===== src/rtl/multicycle_control_fsm.sv =====
// Control sequencer for a multicycle MIPS datapath with a shared fetch/data memory port.
// Moore-style step per clock, except that FETCH qualifies IRWrite/PCWrite with MemReady.
// Memory states wait on MemReady; illegal opcodes or a memory timeout park the FSM in
// HALT with a sticky fault code until reset.
module multicycle_control_fsm #(
  parameter int unsigned TIMEOUT_CYCLES = 255,
  parameter int unsigned TIMEOUT_WIDTH  = 8
) (
  input  logic       clk,
  input  logic       reset,
  input  logic [5:0] OP,
  input  logic [5:0] Function,
  input  logic       MemReady,
  input  logic       Zero,
  output logic       IorD,
  output logic       MemRead,
  output logic       MemWrite,
  output logic       IRWrite,
  output logic       PCWrite,
  output logic       PCWriteCond,
  output logic       BranchNE,
  output logic [1:0] PCSource,
  output logic       ALUSrcA,
  output logic [1:0] ALUSrcB,
  output logic [2:0] ALUOp,
  output logic [1:0] RegDst,
  output logic [1:0] MemtoReg,
  output logic       RegWrite,
  output logic [3:0] State,
  output logic [1:0] Fault
);

  typedef enum logic [3:0] {
    StFetch    = 4'd0,
    StDecode   = 4'd1,
    StMemAddr  = 4'd2,
    StMemRead  = 4'd3,
    StMemWb    = 4'd4,
    StMemWrite = 4'd5,
    StExecR    = 4'd6,
    StRWb      = 4'd7,
    StExecI    = 4'd8,
    StIWb      = 4'd9,
    StBranch   = 4'd10,
    StJump     = 4'd11,
    StJal      = 4'd12,
    StJr       = 4'd13,
    StUnused   = 4'd14,
    StHalt     = 4'd15
  } stateT;

  localparam logic [5:0] OpRType = 6'h00;
  localparam logic [5:0] OpJ     = 6'h02;
  localparam logic [5:0] OpJal   = 6'h03;
  localparam logic [5:0] OpBeq   = 6'h04;
  localparam logic [5:0] OpBne   = 6'h05;
  localparam logic [5:0] OpAddi  = 6'h08;
  localparam logic [5:0] OpAndi  = 6'h0C;
  localparam logic [5:0] OpOri   = 6'h0D;
  localparam logic [5:0] OpLui   = 6'h0F;
  localparam logic [5:0] OpLw    = 6'h23;
  localparam logic [5:0] OpSw    = 6'h2B;
  localparam logic [5:0] FnJr    = 6'h08;

  localparam logic [1:0] FaultNone    = 2'b00;
  localparam logic [1:0] FaultIllegal = 2'b01;
  localparam logic [1:0] FaultTimeout = 2'b10;

  localparam logic [TIMEOUT_WIDTH-1:0] TimeoutVal = TIMEOUT_WIDTH'(TIMEOUT_CYCLES);
  localparam bit TimeoutEn = (TIMEOUT_CYCLES != 0);

  stateT                    stateQ, stateD;
  logic [1:0]               faultQ, faultD;
  logic [TIMEOUT_WIDTH-1:0] waitCntQ, waitCntD;
  logic                     inMemState;
  logic                     timedOut;

  // Zero feeds the datapath's branch-condition logic, not the sequencer.
  logic unusedZero;
  assign unusedZero = Zero;

  // State, sticky fault and wait counter registers.
  always_ff @(posedge clk or negedge reset) begin
    if (!reset) begin
      stateQ   <= StFetch;
      faultQ   <= FaultNone;
      waitCntQ <= '0;
    end else begin
      stateQ   <= stateD;
      faultQ   <= faultD;
      waitCntQ <= waitCntD;
    end
  end

  // Next-state decode, including the memory timeout override.
  always_comb begin
    stateD     = stateQ;
    faultD     = faultQ;
    inMemState = (stateQ == StFetch) || (stateQ == StMemRead) || (stateQ == StMemWrite);
    // A ready in the timeout cycle still completes the transfer.
    timedOut   = TimeoutEn && inMemState && !MemReady && (waitCntQ == TimeoutVal);

    case (stateQ)
      StFetch:    if (MemReady) stateD = StDecode;
      StDecode: begin
        case (OP)
          OpRType:                      stateD = (Function == FnJr) ? StJr : StExecR;
          OpAddi, OpAndi, OpOri, OpLui: stateD = StExecI;
          OpLw, OpSw:                   stateD = StMemAddr;
          OpBeq, OpBne:                 stateD = StBranch;
          OpJ:                          stateD = StJump;
          OpJal:                        stateD = StJal;
          default: begin
            stateD = StHalt;
            faultD = FaultIllegal;
          end
        endcase
      end
      StMemAddr:  stateD = (OP == OpLw) ? StMemRead : StMemWrite;
      StMemRead:  if (MemReady) stateD = StMemWb;
      StMemWrite: if (MemReady) stateD = StFetch;
      StExecR:    stateD = StRWb;
      StExecI:    stateD = StIWb;
      StMemWb, StRWb, StIWb, StBranch, StJump, StJal, StJr: stateD = StFetch;
      StHalt:     stateD = StHalt;
      default: begin
        stateD = StHalt;
        faultD = FaultIllegal;
      end
    endcase

    if (timedOut) begin
      stateD = StHalt;
      faultD = FaultTimeout;
    end
  end

  // Wait counter: restarts on any state change, saturates so a disabled timeout never wraps.
  always_comb begin
    waitCntD = waitCntQ;
    if (stateD != stateQ) begin
      waitCntD = '0;
    end else if (inMemState && !MemReady && (waitCntQ != '1)) begin
      waitCntD = waitCntQ + 1'b1;
    end
  end

  // Per-state control outputs; everything forced low while reset is asserted.
  always_comb begin
    IorD        = 1'b0;
    MemRead     = 1'b0;
    MemWrite    = 1'b0;
    IRWrite     = 1'b0;
    PCWrite     = 1'b0;
    PCWriteCond = 1'b0;
    BranchNE    = 1'b0;
    PCSource    = 2'b00;
    ALUSrcA     = 1'b0;
    ALUSrcB     = 2'b00;
    ALUOp       = 3'b000;
    RegDst      = 2'b00;
    MemtoReg    = 2'b00;
    RegWrite    = 1'b0;
    State       = stateQ;
    Fault       = faultQ;

    if (reset) begin
      case (stateQ)
        StFetch: begin
          MemRead = 1'b1;
          ALUSrcB = 2'b01;
          IRWrite = MemReady;
          PCWrite = MemReady;
        end
        StDecode:   ALUSrcB = 2'b11;
        StMemAddr: begin
          ALUSrcA = 1'b1;
          ALUSrcB = 2'b10;
        end
        StMemRead: begin
          MemRead = 1'b1;
          IorD    = 1'b1;
        end
        StMemWb: begin
          RegWrite = 1'b1;
          MemtoReg = 2'b01;
        end
        StMemWrite: begin
          MemWrite = 1'b1;
          IorD     = 1'b1;
        end
        StExecR: begin
          ALUSrcA = 1'b1;
          ALUOp   = 3'b010;
        end
        StRWb: begin
          RegWrite = 1'b1;
          RegDst   = 2'b01;
        end
        StExecI: begin
          ALUSrcA = 1'b1;
          ALUSrcB = 2'b10;
          case (OP)
            OpAndi:  ALUOp = 3'b100;
            OpOri:   ALUOp = 3'b011;
            OpLui:   ALUOp = 3'b101;
            default: ALUOp = 3'b000;
          endcase
        end
        StIWb:      RegWrite = 1'b1;
        StBranch: begin
          ALUSrcA     = 1'b1;
          ALUOp       = 3'b001;
          PCWriteCond = 1'b1;
          PCSource    = 2'b01;
          BranchNE    = (OP == OpBne);
        end
        StJump: begin
          PCWrite  = 1'b1;
          PCSource = 2'b10;
        end
        StJal: begin
          PCWrite  = 1'b1;
          PCSource = 2'b10;
          RegWrite = 1'b1;
          RegDst   = 2'b10;
          MemtoReg = 2'b10;
        end
        StJr: begin
          PCWrite  = 1'b1;
          PCSource = 2'b11;
        end
        default: ;
      endcase
    end
  end

endmodule


===== config.mk =====
export PLATFORM = sky130hd
export DESIGN_NAME = multicycle_control_fsm
export DESIGN_NICKNAME = d
export VERILOG_FILES = /design/src/rtl/multicycle_control_fsm.sv
export SDC_FILE = /design/constraint.sdc
export NUM_CORES = 1
export LEC_CHECK = 0
export BUFFER_PORTS_ARGS = -buffer_cell sky130_fd_sc_hd__buf_2
export CORE_AREA = 3 3 63 65
export CTS_BUF_LIST = sky130_fd_sc_hd__clkbuf_8
export CTS_CLUSTER_DIAMETER = 120
export DETAILED_ROUTE_END_ITERATION = 6
export DIE_AREA = 0 0 66 68
export HOLD_SLACK_MARGIN = 0.05
export PLACE_DENSITY = 0.61
export SLEW_MARGIN = 5
export SYNTH_ARGS = -nofsm -noshare
export SYNTH_HDL_FRONTEND = slang
export SYNTH_SLANG_ARGS = --single-unit
export TNS_END_PERCENT = 20

===== constraint.sdc =====
create_clock -name clk -period 3.1 [get_ports clk]
set_input_delay 0.31 -clock clk [delete_from_list [all_inputs] [get_ports clk]]
set_output_delay 0.31 -clock clk [all_outputs]
set_load 0.005 [all_outputs]

Yosys cells after proc, flatten, opt, wreduce, memory -nomap -nowiden
Index checks and enable logic that the tools add are counted.
- register bits after elaboration: 14
- output and inout port bits: 26
- bits of input ports: 16
- word-level logic and storage cells: 99
- muxes and demuxes: 42
- reduce and logical (&&, ||, !) cells: 23
- add/sub/neg operators: 1
- equality and inequality tests: 30
- operators by type and width (kind ; number):
    $pmux 4 s8 ; 1
    $eq 6x4->1 const B ; 5
    $eq 4x4->1 const B ; 7
    $pmux 4 s6 ; 1
    $mux 4 ; 5
    $pmux 3 s3 ; 2
    $mux 1 ; 17
    $eq 4x3->1 const B ; 4
    $mux 8 ; 2
    $reduce_or 14->1 ; 1
    $eq 6x2->1 const B ; 2
    $eq 6x3->1 const B ; 2
    $eq 6x6->1 const B ; 2
    $mux 2 ; 6
    $pmux 2 s2 ; 3
    $pmux 2 s3 ; 2
    $reduce_or 2->1 ; 6
    $reduce_or 4->1 ; 3
    $reduce_or 11->1 ; 1
    $add 8x1->8 const B ; 1
    $eq 4x2->1 const B ; 2
    $eq 8x8->1 const B ; 1
    $ne 8x8->1 const B ; 1
    $reduce_or 7->1 ; 1
    other kinds (14) ; 18

Depth between registers and ports, before layout
- word-level depth: 8
- depth in mapped cells: 7
- mapped depth without buffers: 7

Worst setup path before layout
Ideal clock, no wire load.
- kind: register to register
- start: register stateQ[1] (netlist: State[1])
- end: register waitCntQ[6]
- setup slack: 0.782 ns
- stages on the path, launching flop included: 8
- library setup time: 0.107 ns
- arrival time: 2.211 ns
- required time: 2.993 ns
- clock period less this slack: 2.318 ns
- path through: dfrtp_1 > buf_2 > and3b_1 > a22oi_2 > nor3_1 > or4_4 > o32a_4 > a2111oi_4
- word-level cells in the longest chain between the ends: 8
- elaborated cells on any way between the ends: 28
- RTL lines (item ; line ; RTL):
    start, declared ; 72 ; stateT stateQ, stateD;
    start signal, assigned ; 85 ; stateQ <= StFetch;
    start signal, assigned ; 89 ; stateQ <= stateD;
    branches (longest 5 deep; another with $pmux 4 s8) ; - ;
    $mux 4 * ; 132 ; if (timedOut) begin
    named net stateD[2] ; 72 ;
    $ne 4x4->1 * ; 141 ; if (stateD != stateQ) begin
    $mux 8 or $reduce_bool 2->1 (tied branches) ; - ;
    end signal, assigned ; 91 ; waitCntQ <= waitCntD;
    end, declared ; 74 ; logic [TIMEOUT_WIDTH-1:0] waitCntQ, waitCntD;
Mark *: on every way through the listed nets, which the timed path passes.
A chain may end at the register's enable or synchronous reset.

Final worst setup path
- start: register stateQ[0] (netlist: State[0])
- end: register waitCntQ[5]
- word-level cells in the longest chain between the ends: 8
- elaborated cells on any way between the ends: 28
- RTL lines (item):
    branches (longest 8 deep; another with $pmux 4 s8)
Parallel ways; which one is timed is not known.

==> results.md <==
* DR pass1 iterations at 4
* Number of max-cap violations at 0
* Inserted Clock Buffers at 3
* Compound-Gate Fraction of Synth Area at between 20% and 30%
* # setup viols final at 0
* # rows at 21
* Slew margin rel. at between 50% and 60%
* Pin count of the biggest net entering global routing at 24
* Finished Cell Area at approximately 0.0017 mm^2
* Die area at 0.004488 mm^2
* Flop pwr share at between 20% and 30%
* Main synth FF type: dfrtp_1
* Post-DP HPWL at around 2700 um
* Layout Utilization at 50.02%
* Reg2reg path depth at 6
* IO Count at 42
* Initial core utilization at between 40 and 50%
* Worst-skew pair later-pin latency at between 200 and 250 ps
* Tmin final at 2754 ps
* Tot GR Track Use at 16.92%
* Post-synthesis instance total at 170
* YS warnings at 0
* WHS Path Cells at 4
* Main combinational cell family by area after synthesis: simple AND/OR/NAND/NOR gates
* Switch Pwr at roughly 0.00058 W
* Max Clk Rate at 363.1 MHz
* Reg2Reg Setup Slack at ~350 ps
* GPL Wtd Cong at 0.9029
* Vias in the first global route at around 1.3k
* ANT cells at 0
* Final Hold Fails at 0
* Hold EP: State[1]
* DRT iter0 DRCs at 100
* Total gr overflow at 0
* Port Buffer Count at 40
* Yosys reg bits at 14
* CTS resizes at 0
* Crit-path max FO at 21
* Comb pwr share at 59.4%
* CTS sink cnt at 14
* Final max-slew violation count at 0
* Min-Delay Path Class: input port to flip-flop
* Clk slew on worst S/H paths at roughly 60 ps
* TritonCTS clock tree: done
* Critical path capture point type: flip-flop
* Reg-to-reg endpoint: waitCntQ[5]
* Yosys cell types at 53
* Sequential fraction of the synthesis area at 25.25%
* Routed Antenna Nets at 0
* Synthesized area at between 0.001 and 0.0015 mm^2
* Startpoint of the worst hold path: OP[4]
* Area contributors post-synth: dfrtp_1 (25%), nor3_2 (5.0%), nor2_1 (4.6%), xnor2_1 (4.4%), nor3_1 (4.0%)
* Dpl cell area at ~0.0016 mm^2
* Crit path DAT at just under 3000 ps
* Layout net count at 228
* First-pass GRT wire length at 6044 um
* Post-synth ARST share at between 90% and 100%
* Setup TNS at 0 ps
* Initial antenna violation count at 0
* Sw frac at between 40% and 50%
* CP required at 3260 ps
* Post-synth EDFFs at 0
* Maximum clock path buffer count at 2
* Syn avg cell area at a little over 8 um^2
* R2r startpoint: State[0]
* H-tree depth at 1
* Die span in x at 66 um
* XOR/XNOR Fraction of Synth Area at 5.681%
* Die H at 68 um
* Syn Nets at 187
* Post-synthesis mux area share at under 10%
* Worst-Margin Slew at 642.4 ps
* Post-Synth Adder-Cell Area at 0.9017%
* Leak at 0.7615 nW
* RSZ-0062 raised after global routing: false
* Status: finished clean
* Clock Skews at about 1.6 ps
* Via count at 1,434
* Post-synth top area share at between 20 and 30%
* Setup crit start: State[0]
* Critical path type: flip-flop to flip-flop
* Layout cells sized above 1 at 30.95%
* Final wirelength at 3626 um
* Wire length per cell at 14.16 um
* CTS root buf: clkbuf_8
* Simple-gate share of the synthesized area at 40.22%
* Kind of start point of the critical path: flip-flop
* DRC viols at 0
* Count leader, synth: nor2_1
* Clock share of power at 14.6%
* Top cell type by total area after synthesis: dfrtp_1
* Total core area at approximately 0.0034 mm^2
* Vias/cell at 5.602
* Top cells by count, synth: nor2_1 (17), dfrtp_1 (14), nand2_1 (11), nor3_1 (11), nor2b_1 (8)
* Area Overhead vs Synth at 22.18%
* Cell area power density at 722.8 mW/mm^2
* Max IR drop VDD at 0.2496 mV
* Final period util at 88.84%
* Int Pwr at 0.0006427 W
==> cell families (layout without fill, tap and decap cells) <==
kind of cell / Yosys count / after routing
xor+xnor: 9 / 9
mux: 2 / 2
simple gates: 94 / 94
buf+inv: 16 / 56
fa+ha+maj: 1 / 1
flops: 14 / 14
compound gates: 34 / 34
==> metrics by stage <==
step,cells,hold slack (ps),total power (W),worst slack (ps)
global route,256,496.3,0.001330,91.29
floorplan,170,14.41,0.0008436,782.4
CTS,256,459.2,0.001230,401.6
detailed placement,251,280.1,0.001047,403.2
finish,256,472.9,0.001225,345.9
global placement,251,276.4,0.001037,470.6
==> placed cells by master, fill, tap and decap left out, types with 7 or more instances in the layout <==
master   netlist  layout
xnor2_1        7       7
buf_2          3      40
dfrtp_1       14      14
nor2_1        17      17
nand2_1       11      11
nor3_1        11      11
nor3_2         7       7
nor2b_1        8       8
==> sequential cells by signal (all words and copies together) (netlist names) <==
signal	flops
Fault	2
State	4
waitCntQ	8
==> worst max-delay path, stage by stage (launching register included) <==
cell and delay, ps:
dfrtp_1 750, nor4b_2 470, nand2_1 180, o32ai_1 500, xor2_1 140, o32a_4 410, nor3_2 210
==> power by group through the flow <==
stage	clock network (W)	registers [W]	logic, W
global route	0.000191	0.000329	0.000810
finish	0.000179	0.000319	0.000728
floorplan	0	0.000236	0.000608
global placement	0	0.000317	0.000720
CTS	0.000183	0.000316	0.000731
detailed placement	0	0.000322	0.000725
==> area by class of cell <==
class,instances,area (um^2)
multi-input combinational,140,962.2
clock buffer,4,55.05
inverter,6,22.52
tap,46,57.56
fill,329,1694
timing repair buffer,46,247.7
sequential,14,350.3
==> metal layers <==
metal,wire [um],track usage [%]
met1,1783,23.55
met2,1700,27.41
met3,124,2.299
met4,17,4.822
met5,0,0
==> worst max-delay path by stage <==
stage	to	slack, ps
after floorplan	waitCntQ[6]	780
after global placement	waitCntQ[6]	470
after detailed placement	waitCntQ[6]	400
after CTS	waitCntQ[6]	400
after global routing	waitCntQ[6]	90
final	waitCntQ[5]	350
==> what timing repair did <==
item                      CTS  global route
hold endpoints to repair   14             0
setup buffers               0             0
hold buffers                1             0
Power figures use the tool's default switching activity.
